--- config.mk ---
export PLATFORM = sky130hd
export DESIGN_NAME = ioctl_upload_reader
export DESIGN_NICKNAME = d
export VERILOG_FILES = /design/src/rtl/ioctl_upload_reader.sv
export SDC_FILE = /design/constraint.sdc
export NUM_CORES = 1
export LEC_CHECK = 0
export BUFFER_PORTS_ARGS = -buffer_cell sky130_fd_sc_hd__buf_2
export CAP_MARGIN = 0
export CORE_AREA = 3 3 60 62
export CTS_CLUSTER_SIZE = 12
export DETAILED_ROUTE_END_ITERATION = 16
export DIE_AREA = 0 0 63 65
export GPL_ROUTABILITY_DRIVEN = 1
export PLACE_DENSITY = 0.87
export RECOVER_POWER = 50
export SYNTH_ARGS = -nofsm -noshare
export SYNTH_HDL_FRONTEND = slang
export SYNTH_SLANG_ARGS = --single-unit
--- constraint.sdc ---
create_clock -name clk_sys -period 2.54 [get_ports clk_sys]
set_input_delay 0 -clock clk_sys [delete_from_list [all_inputs] [get_ports clk_sys]]
set_output_delay 0 -clock clk_sys [all_outputs]
set_load 0.01 [all_outputs]
--- src/rtl/ioctl_upload_reader.sv ---
`default_nettype none
// ============================================================================
// Module      : ioctl_upload_reader
// Description : Host-read side of the ioctl channel. It answers HPS upload
//               requests by reading core memory and returning one byte per
//               ioctl_rd strobe on ioctl_din. ioctl_wait is held high while a
//               memory read is in flight. Addresses at or above MEM_BYTES read
//               back as 8'hFF without touching memory.
//               Optional feature macro: UPLOAD_CSUM_EN adds a 16-bit running
//               sum of the returned bytes on csum. Without it, csum is tied
//               to zero.
// Revision    : 1.0 - initial release
// ============================================================================
module ioctl_upload_reader #(
    parameter int         ADDR_W       = 16,
    parameter int         RD_LAT       = 2,
    parameter logic [7:0] UPLOAD_INDEX = 8'd2,
    parameter int         MEM_BYTES    = 2048
) (
    input  logic              clk_sys,
    input  logic              reset_n,
    input  logic              ioctl_upload,
    input  logic [7:0]        ioctl_index,
    input  logic              ioctl_rd,
    input  logic [24:0]       ioctl_addr,
    output logic [7:0]        ioctl_din,
    output logic              ioctl_wait,
    output logic              mem_rd,
    output logic [ADDR_W-1:0] mem_addr,
    input  logic [7:0]        mem_q,
    output logic              busy,
    output logic              upload_done,
    output logic [15:0]       csum
);

    localparam int                CNT_W       = (RD_LAT > 1) ? $clog2(RD_LAT + 1) : 1;
    localparam logic [CNT_W-1:0]  C_CNT_INIT  = CNT_W'(RD_LAT);
    localparam logic [CNT_W-1:0]  C_CNT_LAST  = CNT_W'(1);
    // One bit wider than ioctl_addr so MEM_BYTES = 2**25 still compares correctly
    localparam logic [25:0]       C_MEM_LIMIT = 26'(MEM_BYTES);

    typedef enum logic [0:0] {
        S_IDLE = 1'b0,
        S_LAT  = 1'b1
    } state_t;

    state_t            r_state;
    state_t            w_state_nxt;
    logic [CNT_W-1:0]  r_cnt;
    logic [CNT_W-1:0]  w_cnt_nxt;
    logic [7:0]        r_din;
    logic [7:0]        w_din_nxt;
    logic              w_din_ld;
    logic              r_wait;
    logic              w_wait_nxt;
    logic              r_mem_rd;
    logic              w_mem_rd_nxt;
    logic [ADDR_W-1:0] r_mem_addr;
    logic [ADDR_W-1:0] w_mem_addr_nxt;
    logic              r_done;
    logic              r_active_q;
    logic              w_active;
    logic              w_fall;
    logic              w_in_range;

    assign w_active   = ioctl_upload && (ioctl_index == UPLOAD_INDEX);
    assign w_fall     = r_active_q && !w_active;
    // Full 25-bit compare: high address bits must not alias into memory
    assign w_in_range = ({1'b0, ioctl_addr} < C_MEM_LIMIT);

    // Next-state and next-output decode; session end overrides a read in flight
    always_comb begin
        w_state_nxt    = r_state;
        w_cnt_nxt      = r_cnt;
        w_din_nxt      = r_din;
        w_din_ld       = 1'b0;
        w_wait_nxt     = r_wait;
        w_mem_rd_nxt   = 1'b0;
        w_mem_addr_nxt = r_mem_addr;
        case (r_state)
            S_IDLE: begin
                if (ioctl_rd && w_active) begin
                    if (w_in_range) begin
                        w_mem_addr_nxt = ioctl_addr[ADDR_W-1:0];
                        w_mem_rd_nxt   = 1'b1;
                        w_wait_nxt     = 1'b1;
                        w_cnt_nxt      = C_CNT_INIT;
                        w_state_nxt    = S_LAT;
                    end else begin
                        w_din_nxt = 8'hFF;
                        w_din_ld  = 1'b1;
                    end
                end
            end
            S_LAT: begin
                if (w_fall) begin
                    w_wait_nxt  = 1'b0;
                    w_cnt_nxt   = '0;
                    w_state_nxt = S_IDLE;
                end else if (r_cnt == C_CNT_LAST) begin
                    w_din_nxt   = mem_q;
                    w_din_ld    = 1'b1;
                    w_wait_nxt  = 1'b0;
                    w_cnt_nxt   = '0;
                    w_state_nxt = S_IDLE;
                end else begin
                    w_cnt_nxt = r_cnt - C_CNT_LAST;
                end
            end
            default: begin
                w_wait_nxt  = 1'b0;
                w_cnt_nxt   = '0;
                w_state_nxt = S_IDLE;
            end
        endcase
    end

    // State and registered outputs
    always_ff @(posedge clk_sys) begin
        if (!reset_n) begin
            r_state    <= S_IDLE;
            r_cnt      <= '0;
            r_din      <= 8'h00;
            r_wait     <= 1'b0;
            r_mem_rd   <= 1'b0;
            r_mem_addr <= '0;
            r_done     <= 1'b0;
            r_active_q <= 1'b0;
        end else begin
            r_state    <= w_state_nxt;
            r_cnt      <= w_cnt_nxt;
            r_wait     <= w_wait_nxt;
            r_mem_rd   <= w_mem_rd_nxt;
            r_mem_addr <= w_mem_addr_nxt;
            r_done     <= w_fall;
            r_active_q <= w_active;
            if (w_din_ld) begin
                r_din <= w_din_nxt;
            end
        end
    end

`ifdef UPLOAD_CSUM_EN
    logic r_csum_unused_rise;
    logic [15:0] r_csum;
    logic        w_rise;

    assign w_rise = w_active && !r_active_q;

    // Running sum of every byte returned to the host, restarted per session
    always_ff @(posedge clk_sys) begin
        if (!reset_n) begin
            r_csum <= 16'h0000;
        end else if (w_rise || w_din_ld) begin
            r_csum <= (w_rise ? 16'h0000 : r_csum)
                    + (w_din_ld ? {8'h00, w_din_nxt} : 16'h0000);
        end
    end

    assign csum = r_csum;
`else
    assign csum = 16'h0000;
`endif

    assign ioctl_din   = r_din;
    assign ioctl_wait  = r_wait;
    assign mem_rd      = r_mem_rd;
    assign mem_addr    = r_mem_addr;
    assign busy        = (r_state != S_IDLE);
    assign upload_done = r_done;

endmodule
`default_nettype wire
* Word-level counts from Yosys, hierarchy flattened *
Cells that the tools add are included.
W data, S select, Z words.

storage, ports and cells
  register bits = 31
  input port bits = 45
  output and inout bits = 44

operators by class
  add/subtract/negate cells = 1
  $lt $le $gt $ge = 1
  equality and inequality tests = 8
  muxes and demuxes = 25
  bitwise operators = 2
  reduce and logical (&&, ||, !) cells = 9

operators by type and width
  kind                    number
  $mux W8                 4
  $lt A25 B12 Y1 const B  1
  $pmux W8 S2             1
  $mux W1                 12
  $eq A8 B2 Y1 const B    1
  $mux W2                 4
  $ne A2 B2 Y1 const B    4
  $pmux W1 S2             3
  $reduce_and A3 Y1       2
  $reduce_and A5 Y1       1
  $pmux W2 S2             1
  $logic_and A1 B1 Y1     3
  $ne A3 B1 Y1 const B    1
  $eq A2 B1 Y1 const B    1
  $ne A2 B1 Y1 const B    1
  $not A1 Y1              2
  $reduce_and A2 Y1       1
  $reduce_or A2 Y1        1
  $sub A2 B1 Y2 const B   1
  $logic_not A1 Y1        1

* Logic depth before layout (Yosys ltp) *
Gate-level depths: netlist of the first run.

  depth after elaboration = 7
  gate-level depth with buffers = 6
  depth with buffers taken out = 5

* Worst setup path before layout of the first run *
OpenSTA, ideal clock, no wires.

  path kind = input -> register
  from = in ioctl_index[3]
  to = reg r_din[0], in the netlist ioctl_din[0]
  arrival time = 1.358 ns
  required time = 2.421 ns
  path slack = 1.063 ns
  stages = 5
  buffers on the path = 1
  cell sequence = or3_4 o31a_4 or3_1 buf_6 o221a_1

on the way
  longest elaborated chain between the ends = 7

RTL lines
  item                           line  text
  from (decl)                    23    input logic [7:0] ioctl_index,
  $eq A8 B2 Y1 *                 66    assign w_active = ioctl_upload && (ioctl_index == UPLOAD_INDEX);
  $logic_and A1 B1 Y1 *          66
  $logic_not A1 Y1               67    assign w_fall = r_active_q && !w_active;
  $logic_and A1 B1 Y1            67
  $mux W1                        96    if (w_fall) begin
  $pmux W1 S2                    80    case (r_state)
  $reduce_and A5 Y1 (no line) *  --
  to (signal assigned)           138   r_din <= w_din_nxt;
  to (decl)                      51    logic [7:0] r_din;

Mark *: on every way between the ends. The rest lies on a longest branch, timed or not.
A chain may end at the register's enable or synchronous reset.

* Worst setup path after layout of the first run *
  from = in ioctl_index[5]
  to = reg r_active_q

on the way
  longest elaborated chain between the ends = 2

RTL lines
  item                  line  text
  $eq A8 B2 Y1          66
  $logic_and A1 B1 Y1   66
  to (signal assigned)  136   r_active_q <= w_active;
  to (decl)             61    logic r_active_q;

Every way passes these cells.

==> results of run 1 <==
## metal layers
metal	vias to the layer above	global-route usage (%)	part of all wire, %
met2	66	32.28	51
met3	10	6.759	7.3
li1	676	-	-
met4	0	7.163	2.5
met5	-	0	0
met1	641	22.35	39
## metrics by stage
stage	utilization [%]	instance area, um^2	setup WS, ns	hold WS, ns	cells
2_1_floorplan	-	1411	1.063	0.1477	157
3_3_place_gp	54.23	1669	0.8145	0.2582	249
3_5_place_dp	54.23	1669	0.7484	0.2606	249
4_1_cts	63.62	1958	0.5490	0.06159	279
5_1_grt	62.20	1914	0.4530	0.08077	279
6_report	62.20	1914	0.4428	0.08445	279
## report_power, final
group	internal [mW]	switching [mW]	total, mW
Combinational	0.0497	0.0400	0.0897
Clock	0.163	0.156	0.318
Sequential	0.486	0.0000989	0.486
Total	0.698	0.196	0.894
## final timing paths
path | start | endpoint | depth (start not counted)
min reg2reg | mem_addr[4]$_SDFFE_PN0P_ | mem_addr[4]$_SDFFE_PN0P_ | 2
max | ioctl_index[5] | r_active_q$_SDFF_PN0_ | 6
max reg2reg | busy$_SDFF_PN0_ | ioctl_din[2]$_SDFFE_PN0P_ | 4
min | reset_n | ioctl_din[7]$_SDFFE_PN0P_ | 2
## cell usage in the layout, fill, tap and decap left out, types with 2 or more instances in the layout
cell type / instances
a21oi_1: 12
and3_1: 5
and4_1: 2
buf_2: 44
clkbuf_1: 29
clkbuf_4: 5
clkbuf_8: 2
conb_1: 16
dfxtp_1: 31
dlygate4sd3_1: 22
inv_1: 5
nand3_1: 12
nand4_1: 3
nor2_1: 4
nor4_1: 5
o21ai_0: 13
o221a_1: 8
## worst reg2reg max path: cells and delay by family (launching register included)
family          cells  cell delay [ns]
compound gates      2             0.66
flops               1             0.39
simple gates        2             0.63
## registers in the layout (all words and copies together) (netlist names)
register,count
mem_addr,16
ioctl_din,8
r_cnt,2
busy,1
ioctl_wait,1
mem_rd,1
r_active_q,1
upload_done,1
## repair_timing
| item | in CTS | in global routing |
|---|---|---|
| hold buffers | 22 | 0 |
| resized for setup | 0 | 0 |
| hold endpoints to repair | 20 | 0 |
## cells by family after synthesis
| family | Yosys count | synth area share (%) |
|---|---|---|
| and+or+nand+nor | 42 | 18.93 |
| adders and majority gates | 1 | 0.9232 |
| other | 1 | 0.2767 |
| DFF | 31 | 45.80 |
| AOI/OAI and AO/OA | 38 | 21.05 |
| buffers and inverters | 29 | 13.02 |
## final cells by class
cell class,instances,area share (%)
sequential,31,32.42
multi-input combinational,97,31.63
timing repair buffer,94,28.50
clock buffer,8,3.595
tap,44,2.876
inverter,5,0.9804
==> results.cfg, run 1 <==
[yosys]
ys_seq_area_share_pct = 45.80
synth_common_cells = dfxtp_1, buf_4, o21ai_0
netlist.area_leader.share_pct = 45.80
synth_largest_area_cell = dfxtp_1
ys_ff_latch = 31
synthFlopType = dfxtp_1
synth_edf_count = 0
ys_top_cells_by_area = dfxtp_1, buf_4, o221a_1
ys_warn_count = 0
synthCells = 142
synth-async-reset-ratio_pct = 0
synthDistinctLibCells = 32
synth.cell_area_um2 = 1355
yosysMostFrequentCell = dfxtp_1
postSynthAreaPerCell_um2 = 9.543

[place]
portBuffers = 72
place_congestion = 0.7347
hpwl_um = 2657

[cts]
cts-buffers-inserted = 5
cts_sinks = 31
cts_root_buf = clkbuf_4
cts.clk_slew.worst_paths_ns = 0.09
htreeDepth = 2
cts_max_path_buffers = 2
post_cts_buffers = 0
clkLatencyLatePin_ns = 0.32
cts_tree = done

[sta]
timing.final.crit_share_pct = 82.57
clock_skew_ns = 0.005517
setup_viol = 0
max_slew_margin_pct = 63.60
rsz0062_at_grt = no
final-hold-violation-count = 0
timing.setup.tns_ns = 0
drv_slew = 0
max_freq_ghz = 0.4768
fin_crit_ns = 2.097
tightestPinTransition_ns = 0.5444

[global_routing]
grt_max_degree = 19
gr-usage-all-layers_pct = 19.18
overflow = 0
grt_pass1_vias = 1314
grt_pass1_wl_um = 6175
antenna_found_initial = 0

[layout]
diodes = 0
final_nets = 280
multi_input_area_um2 = 605.6
area_growth_pct = 41.27
seq_area_um2 = 620.6
fillers = 298
drive_gt1_share_pct = 24.26

[setup_path]
crit_chain = dlygate4sd3_1, buf_2, or3_4, dlygate4sd3_1, nor4_1, dlygate4sd3_1
cp_common_cell = dlygate4sd3_1
cp_top_family = buffers and inverters
arrival_ns = 2.36
crit_slowest_cell = dlygate4sd3_1
path_buf_inv = 4
start_kind = primary input
slowest_delay_ns = 0.58
end_kind = register
rrSetupSlack_ns = 0.81
worstPathRequired_ns = 2.80
cp_max_fo = 2
worst-setup-path-type = primary input to register

[drt]
antenna_left = 0
vias = 1393
viasPerCell = 4.993
route.detailed.drc = 0
dr.pass1.iters = 5
drt_wl_total_um = 3929
wl_per_cell_um = 14.08
dr.first_iter.drc_count = 118

[floorplanning]
io_pins = 89
core_um2 = 3078
start_util_pct = 44.02
fp.dieH_um = 65
die_w_um = 63
die-area_um2 = 4095
rows = 20

[power]
finalPower_mw = 0.8940
peakVddDrop_mv = 0.2762
p_per_area_nw_per_um2 = 467.0
leakagePower_nw = 0.7868

[run_status]
outcome = finished clean

[worst_hold_path]
min_path_type = primary input to register

[job]
cap_violations = 0
Note: power is estimated with default switching activity, not from simulation.
==> inputs of run 2 (changes only) <==
- CORE_AREA: 3 3 60 62 -> 3 3 65 67
- DIE_AREA: 0 0 63 65 -> 0 0 68 70
- PLACE_DENSITY: 0.87 -> 0.79
- clock period: 2.54 -> 1.7 ns (I/O delays scaled with it)
==> results.cfg, run 2 (same netlist as run 1, synthesis figures left out) <==
[drt]
dr.first_iter.drc_count = 90
dr.pass1.iters = 4
route.detailed.drc = 0
wl_per_cell_um = 12.33
viasPerCell = 4.835
drt_wl_total_um = 3514
vias = 1378
antenna_left = 0

[place]
hpwl_um = 2535
post-place-ws_ns = 0.06083
portBuffers = 72
placed_cell_area_um2 = 1727
place_congestion = 0.7463

[global_routing]
grt_pass1_vias = 1227
grt_pass1_wl_um = 5485
antenna_found_initial = 0
grt_max_degree = 19
gr-usage-all-layers_pct = 14.92
overflow = 0

[sta]
max_freq_ghz = 0.6394
rsz0062_at_grt = no
final-hold-violation-count = 0
setup_viol = 0
fin_crit_ns = 1.564
max_slew_margin_pct = 55.73
timing.setup.tns_ns = 0
timing.final.crit_share_pct = 92.00
clock_skew_ns = 0.003074
tightestPinTransition_ns = 0.6641
drv_slew = 0
fin_ws_ns = 0.1359
hold_slack_ns = 0.007173

[worst_hold_path]
min_path_type = primary input to register

[floorplanning]
io_pins = 89
core_um2 = 3689
start_util_pct = 36.74
die-area_um2 = 4760
die_w_um = 68
rows = 22
fp.dieH_um = 70

[cts]
htreeDepth = 2
cts-buffers-inserted = 5
cts_root_buf = clkbuf_8
cts_tree = done
cts_sinks = 31
cts_max_path_buffers = 2
cts.clk_slew.worst_paths_ns = 0.07
clkLatencyLatePin_ns = 0.28

[setup_path]
start_kind = register
worst-setup-path-type = register to register
end_kind = register
crit_chain = ha_1, inv_1, or3_1, o221a_1
arrival_ns = 1.73
crit_slowest_cell = or3_1
slowest_delay_ns = 0.49
worstPathRequired_ns = 1.87
cp_max_fo = 8

[layout]
largest_reg_flops = 16
area_growth_pct = 45.98
diodes = 0
final_nets = 282
fin_area_um2 = 1978
final_common_cell = buf_2
drive_gt1_share_pct = 27.43
final_core_util_pct = 53.63
layout_common_cells = buf_2, dfxtp_1, clkbuf_1, dlygate4sd3_1, conb_1

[run_status]
outcome = finished clean

[power]
leakagePower_nw = 0.8222
p_per_area_nw_per_um2 = 804.7
peakVddDrop_mv = 0.3628

[job]
cap_violations = 0
## run 2: final timing paths
kind / startpoint / endpoint / slack (ns) / depth (start not counted)
max: r_cnt[0]$_SDFFE_PN0P_ / ioctl_din[3]$_SDFFE_PN0P_ / 0.14 / 4
min: mem_q[1] / ioctl_din[1]$_SDFFE_PN0P_ / 0.007 / 2
max reg2reg: r_cnt[0]$_SDFFE_PN0P_ / ioctl_din[3]$_SDFFE_PN0P_ / 0.14 / 4
min reg2reg: mem_addr[7]$_SDFFE_PN0P_ / mem_addr[7]$_SDFFE_PN0P_ / 0.48 / 2
## run 2: power breakdown
part	internal [mW]	switching [mW]	total, mW
combinational	0.0697	0.0558	0.126
clock	0.474	0.266	0.740
sequential	0.726	0.000142	0.727
## run 2: metrics by stage
stage	cells	power (mW)
floorplan	157	0.8075
global placement	260	0.8363
detailed placement	260	0.8372
CTS	285	1.611
global route	285	1.661
finish	285	1.592
## run 2: final cells by class
cell class                 count  area [um^2]
sequential                    31        620.6
clock inverter                 2        35.03
clock buffer                   6        82.58
fill                         374         1710
multi-input combinational     97        614.3
timing repair buffer          96        546.8
inverter                       5        18.77
tap                           48        60.06
## run 2: layer usage
layer  wire length, um  part of all wire [%]  vias up  track usage, %
met2              1572                    45       86           22.16
met5                 0                     0        -               0
li1                  -                     -      679               -
met3               403                    11        6           4.502
met4                55                   1.6        0           5.740
met1              1482                    42      607           19.90
## run 2: worst max-delay path, delay by kind of cell (launching register included)
family	cells	cell delay, ns
fa+ha+maj	1	0.22
buf+inv	1	0.09
simple gates	1	0.49
flops	1	0.36
compound gates	1	0.30
## run 2: repair_timing
item	in CTS	in global routing
hold buffers	17	0
gates resized for setup	0	0
hold endpoints to repair	17	0
buffers inserted	0	0
